`config.mk`:
```
export PLATFORM = sky130hd
export DESIGN_NAME = box_plotter
export DESIGN_NICKNAME = d
export VERILOG_FILES = /design/src/rtl/box_plotter_pkg.sv /design/src/rtl/box_plotter_xy_scan_counter.sv /design/src/rtl/box_plotter.sv
export SDC_FILE = /design/constraint.sdc
export NUM_CORES = 1
export LEC_CHECK = 0
export ABC_AREA = 0
export BUFFER_PORTS_ARGS = -buffer_cell sky130_fd_sc_hd__buf_2
export CORE_UTILIZATION = 59
export CTS_CLUSTER_DIAMETER = 100
export CTS_CLUSTER_SIZE = 30
export DETAILED_ROUTE_END_ITERATION = 12
export PLACE_DENSITY_LB_ADDON = 0.1
export SLEW_MARGIN = 10
export SYNTH_ARGS = -nofsm -noshare
export SYNTH_HDL_FRONTEND = slang
export SYNTH_SLANG_ARGS = --single-unit
```
`constraint.sdc`:
```
create_clock -name clock -period 4.1 [get_ports clock]
set_clock_uncertainty 0.05 [all_clocks]
set_input_delay 0.41 -clock clock [delete_from_list [all_inputs] [get_ports clock]]
set_output_delay 0.41 -clock clock [all_outputs]
set_load 0.1 [all_outputs]
```
`src/rtl/box_plotter_pkg.sv`:
```
// Shared VGA geometry, widths and FSM state type for the box plotter slice.
package box_plotter_pkg;
  localparam int unsigned X_W    = 8;
  localparam int unsigned Y_W    = 7;
  localparam int unsigned COL_W  = 3;
  localparam int unsigned SCR_W  = 160;
  localparam int unsigned SCR_H  = 120;
  localparam logic [COL_W-1:0] BG_DEF = 3'b000;

  typedef enum logic [1:0] {
    IDLE  = 2'd0,
    DRAW  = 2'd1,
    CLEAR = 2'd2
  } state_t;
endpackage

```
`src/rtl/box_plotter_xy_scan_counter.sv`:
```
// Raster scan counter: dx inner, dy outer, with run-time limits so one
// instance serves both box draws and full-screen clears.
module xy_scan_counter
  import box_plotter_pkg::*;
(
  input  logic           clock,
  input  logic           reset,
  input  logic           load,
  input  logic           step,
  input  logic [X_W-1:0] x_max,
  input  logic [Y_W-1:0] y_max,
  output logic [X_W-1:0] dx,
  output logic [Y_W-1:0] dy,
  output logic           last
);
  assign last = (dx == x_max) && (dy == y_max);

  always_ff @(posedge clock or posedge reset) begin
    if (reset) begin
      dx <= '0;
      dy <= '0;
    end else if (load) begin
      dx <= '0;
      dy <= '0;
    end else if (step) begin
      if (dx == x_max) begin
        dx <= '0;
        dy <= (dy == y_max) ? '0 : dy + 1'b1;
      end else begin
        dx <= dx + 1'b1;
      end
    end
  end
endmodule

```
`src/rtl/box_plotter.sv`:
```
// Pixel generator for vga_adapter: draws a BOX_W x BOX_H box or clears the
// screen, one registered pixel per clock, with busy/done handshake.
module box_plotter
  import box_plotter_pkg::*;
#(
  parameter int unsigned BOX_W    = 4,
  parameter int unsigned BOX_H    = 4,
  parameter int unsigned SCREEN_W = SCR_W,
  parameter int unsigned SCREEN_H = SCR_H,
  parameter logic [COL_W-1:0] BG_COLOUR = BG_DEF
) (
  input  logic             clock,
  input  logic             reset,
  input  logic             draw_req,
  input  logic             clear_req,
  input  logic [X_W-1:0]   x0,
  input  logic [Y_W-1:0]   y0,
  input  logic [COL_W-1:0] colour_in,
  output logic             busy,
  output logic             done,
  output logic [X_W-1:0]   xOut,
  output logic [Y_W-1:0]   yOut,
  output logic [COL_W-1:0] colour,
  output logic             plot
);
  localparam logic [X_W-1:0] BOX_XM = X_W'(BOX_W - 1);
  localparam logic [Y_W-1:0] BOX_YM = Y_W'(BOX_H - 1);
  localparam logic [X_W-1:0] CLR_XM = X_W'(SCREEN_W - 1);
  localparam logic [Y_W-1:0] CLR_YM = Y_W'(SCREEN_H - 1);
  localparam logic [X_W:0]   LIM_X  = (X_W+1)'(SCREEN_W);
  localparam logic [Y_W:0]   LIM_Y  = (Y_W+1)'(SCREEN_H);

  state_t           state_q, state_d;
  logic             fin_q, fin_d;
  logic [X_W-1:0]   x0_q, x0_d;
  logic [Y_W-1:0]   y0_q, y0_d;
  logic [COL_W-1:0] col_q, col_d;
  logic             busy_d, done_d, plot_d;
  logic [X_W-1:0]   x_d;
  logic [Y_W-1:0]   y_d;
  logic [COL_W-1:0] c_d;
  logic             cnt_load, cnt_step, cnt_last;
  logic [X_W-1:0]   x_max, dx;
  logic [Y_W-1:0]   y_max, dy;
  logic [X_W:0]     sx;
  logic [Y_W:0]     sy;

  assign x_max = (state_q == CLEAR) ? CLR_XM : BOX_XM;
  assign y_max = (state_q == CLEAR) ? CLR_YM : BOX_YM;
  assign sx    = {1'b0, x0_q} + {1'b0, dx};
  assign sy    = {1'b0, y0_q} + {1'b0, dy};

  xy_scan_counter u_scan (
    .clock (clock),
    .reset (reset),
    .load  (cnt_load),
    .step  (cnt_step),
    .x_max (x_max),
    .y_max (y_max),
    .dx    (dx),
    .dy    (dy),
    .last  (cnt_last)
  );

  // fin_q marks the cycle after the last pixel: it emits done and also
  // samples requests, so a held request restarts with a one-cycle gap.
  always_comb begin
    state_d  = state_q;
    fin_d    = 1'b0;
    x0_d     = x0_q;
    y0_d     = y0_q;
    col_d    = col_q;
    busy_d   = 1'b0;
    done_d   = 1'b0;
    plot_d   = 1'b0;
    x_d      = xOut;
    y_d      = yOut;
    c_d      = colour;
    cnt_load = 1'b0;
    cnt_step = 1'b0;
    if (state_q == IDLE || fin_q) begin
      done_d  = fin_q;
      state_d = IDLE;
      if (clear_req) begin
        state_d  = CLEAR;
        cnt_load = 1'b1;
      end else if (draw_req) begin
        state_d  = DRAW;
        cnt_load = 1'b1;
        x0_d     = x0;
        y0_d     = y0;
        col_d    = colour_in;
      end
    end else begin
      busy_d   = 1'b1;
      cnt_step = 1'b1;
      fin_d    = cnt_last;
      if (state_q == CLEAR) begin
        x_d    = dx;
        y_d    = dy;
        c_d    = BG_COLOUR;
        plot_d = 1'b1;
      end else begin
        x_d    = sx[X_W-1:0];
        y_d    = sy[Y_W-1:0];
        c_d    = col_q;
        plot_d = (sx < LIM_X) && (sy < LIM_Y);
      end
    end
  end

  always_ff @(posedge clock or posedge reset) begin
    if (reset) begin
      state_q <= IDLE;
      fin_q   <= 1'b0;
      x0_q    <= '0;
      y0_q    <= '0;
      col_q   <= '0;
      busy    <= 1'b0;
      done    <= 1'b0;
      plot    <= 1'b0;
      xOut    <= '0;
      yOut    <= '0;
      colour  <= '0;
    end else begin
      state_q <= state_d;
      fin_q   <= fin_d;
      x0_q    <= x0_d;
      y0_q    <= y0_d;
      col_q   <= col_d;
      busy    <= busy_d;
      done    <= done_d;
      plot    <= plot_d;
      xOut    <= x_d;
      yOut    <= y_d;
      colour  <= c_d;
    end
  end
endmodule
```
==> summary.md <==
| Metric | Value |
|---|---|
| Switching portion of total power | 46.00% |
| Placer Congestion | between 0.8 and 0.9 |
| Post-Route WL | about 7100 um |
| Sequential fraction of the synthesis area | between 40 and 50% |
| Fmax | around 0.40 GHz |
| Post-CTS Setup Inserts | 0 |
| Slew Limit Headroom | 44.22% |
| # port buffers | 42 |
| WL/cell | 16.20 um |
| Yosys top cell by area | dfrtp_1 |
| Die W | roughly 76 um |
| Grt ovf | 0 |
| Synth area leaders | dfrtp_1 44%, ha_1 6.6%, mux2_2 6.3% |
| Area growth, synth to finish | 15.42% |
| Post-Synth Simple-Gate Area | around 15% |
| Syn Nets | ~360 |
| Vias in the first global route | 2461 |
| P_leak | ~1.7 nW |
| First-pass GRT wire length | 11590 um |
| Post-Syn Area per Cell | between 10 and 15 sq um |
| Max cap viols | 0 |
| Die H | ~76 um |
| Syn Inst Count | roughly 320 |
| Worst reg2reg endpoint | plot |
| Final Max Slew Viols | 0 |
| Design Area, Final | 3709 sq um |
| Unrepaired setup endpoints after global routing | no |
| Synth Area in Compound Gates | between 10% and 20% |
| Site row count | 26 |
| Hold_ws | slightly above 0.2 ns |
| Crit Path Max Fanout | 7 |
| Post_cts resized | 0 |
| Clock net sink count | 57 |
| Antenna violation net count after detailed routing | 0 |
| Drt pass-1 iters | 4 |
| Clock-pin slew on the worst setup and hold paths | 0.07 ns |
| Synth top area share | approximately 44% |
| Maximum VDD drop | around 460 uV |
| NetSw | ~1.2 mW |
| Dpl hpwl | 4953 um |
| Part of the power in registers | 32.9% |
| Min Tclk post-route | 2.502 ns |
| Initial core utilization | 62.12% |
| CTS root buffer | clkbuf_8 |
| Slew @ Worst Pin | between 0.8 and 0.9 ns |
| Iter 0 DRT Violations | 180 |
| Setup CP Type | reg -> reg |
| P per Cell Area | approximately 710 nW/um^2 |
| Post-Synth Adder-Cell Area | around 7.9% |
| Total GRT Usage | approximately 28% |
| Netlist cell types | 56 |
| Final period utilization | between 60% and 70% |
| Largest family of logic cells by synthesized area | compound AO/OA/AOI/OAI gates |
| Residual DRC | 0 |
| Skew-Pair Late Insertion Delay | 0.34 ns |
| Setup crit start kind | register |
| Final-report hold violation count | 0 |
| Proportion of layout cells with a drive suffix above 1 | roughly a quarter |
| H-tree depth | 3 |
| CP Data Arrival Time | approximately 2.7 ns |
| Nets | about 400 |
| Number of flops mapped to enable cells by yosys | 0 |
| Cts bufs inserted | 9 |
| Synth Flop Type | dfrtp_1 |
| Final Setup Violations | 0 |
| R2R depth | 7 |
| Mux cell area share after synthesis | 6.308% |
| Clock network power share | between 20% and 30% |
| Syn. warnings | 0 |
| Hold crit path type | in -> async |
| Vias | ~2600 |
| Synthesized cell area | approximately 3200 sq um |
| Initial antenna violation count | 0 |
| Total Die Area | between 5000 and 6000 sq um |
| Setup TNS | 0 ns |
| # IOs | between 40 and 50 |
| Post-Synth XOR/XNOR Area | approximately 3.8% |
| Yosys reg bits | 57 |
| R2R Setup Slk | roughly 1.6 ns |
| Largest net degree at the start of global routing | between 50 and 60 |
| Comb power frac | roughly 43% |
| Launching point of the worst reg2reg path | u_scan.dy[0] |
| Cts hold-fix bufs | 0 |
| FFs w/ async S/R, synth | 100.0% |
| Core area | roughly 5200 sq um |
| Status | finished clean |
| CP required | ~4.3 ns |
| Vias per Instance | just under 6 |
| Setup crit end kind | register |
| Clock buffer depth | 2 |
| CTS tree | done |
| # diodes | 0 |
| Int Power | around 1.4 mW |
| Area after DPL | between 3000 and 4000 sq um |
per-stage QoR:
| step | worst slack, ns | power (mW) | instances | util (%) |
|---|---|---|---|---|
| 2_1_floorplan | 1.807 | 1.766 | 321 | - |
| 3_3_place_gp | 1.652 | 1.970 | 423 | 67.01 |
| 3_5_place_dp | 1.627 | 1.990 | 423 | 67.01 |
| 4_1_cts | 1.615 | 2.652 | 439 | 71.70 |
| 5_1_grt | 1.465 | 2.786 | 439 | 71.70 |
| 6_report | 1.598 | 2.642 | 439 | 71.70 |
registers in the layout (all words and copies together), names as in the netlist:
signal,count
colour,3
plot,1
x0_q,8
u_scan.dx,8
yOut,7
xOut,8
y0_q,7
busy,1
col_q,3
done,1
u_scan.dy,7
state_q,2
fin_q,1
logic make-up after synthesis:
family | Yosys count
simple gates | 102
mux | 18
xor+xnor | 14
compound gates | 89
flops | 57
buf+inv | 22
fa+ha+maj | 19
metal layers:
metal	wire length, um	GRT usage [%]
met3	473	4.101
met2	3357	42.28
met4	128	13.79
met5	0	0
met1	3151	39.66
final cells by class:
cell class	count	area (sq um)
sequential	57	1426
clock buffer	10	137.6
tap	70	87.58
clock inverter	6	105.1
fill	384	1464
inverter	11	41.29
timing repair buffer	43	217.7
multi-input combinational	242	1693
layout by cell type (no fill, tap or decap), types with 3 or more instances in the layout:
| cell | count |
|---|---|
| mux2_2 | 18 |
| inv_1 | 9 |
| nand3_1 | 8 |
| and3_1 | 5 |
| a21oi_1 | 21 |
| o22ai_1 | 5 |
| a211oi_1 | 3 |
| nand2b_1 | 4 |
| clkbuf_8 | 10 |
| o21ai_0 | 23 |
| clkinv_2 | 3 |
| xnor2_1 | 7 |
| a22oi_1 | 3 |
| a31oi_1 | 7 |
| bufinv_16 | 3 |
| xor2_1 | 7 |
| a22o_1 | 3 |
| ha_1 | 17 |
| buf_2 | 42 |
| nor2_1 | 39 |
| nand2_1 | 28 |
| dfrtp_1 | 57 |
Yosys cell counts, types with 4 or more instances:
| cell type | number |
|---|---|
| nor2_1 | 39 |
| nand2b_1 | 4 |
| o21ai_0 | 23 |
| ha_1 | 17 |
| dfrtp_1 | 57 |
| and3_1 | 5 |
| xnor2_1 | 7 |
| nand2_1 | 28 |
| inv_1 | 10 |
| mux2_2 | 18 |
| nand3_1 | 8 |
| a31oi_1 | 7 |
| o22ai_1 | 5 |
| clkbuf_1 | 6 |
| a21oi_1 | 21 |
| xor2_1 | 7 |
worst max-delay path by stage:
stage,depth (start not counted),slack (ns),to,start
finish,7,1.60,plot,u_scan.dy[0]
floorplan,7,1.81,plot,u_scan.dy[0]
global route,7,1.46,plot,u_scan.dy[0]
global placement,7,1.65,plot,u_scan.dy[0]
detailed placement,7,1.63,plot,u_scan.dy[0]
CTS,7,1.61,plot,u_scan.dy[0]
power by group through the flow:
stage          clock [mW]  combinational (mW)  sequential [mW]
2_1_floorplan           0               0.489             1.28
3_3_place_gp            0                1.10            0.874
3_5_place_dp            0                1.12            0.875
4_1_cts             0.658                1.13            0.868
5_1_grt             0.682                1.21            0.892
6_report            0.649                1.12            0.870
worst max-delay path: stages (launching register included):
cell      delay, ns
dfrtp_1        0.44
ha_1           0.25
fa_1           0.41
a211oi_1       0.42
o22ai_1        0.15
nor4_1         0.27
nand3_1        0.13
a32o_1         0.26
No activity file was read; power rests on OpenSTA's default activity.
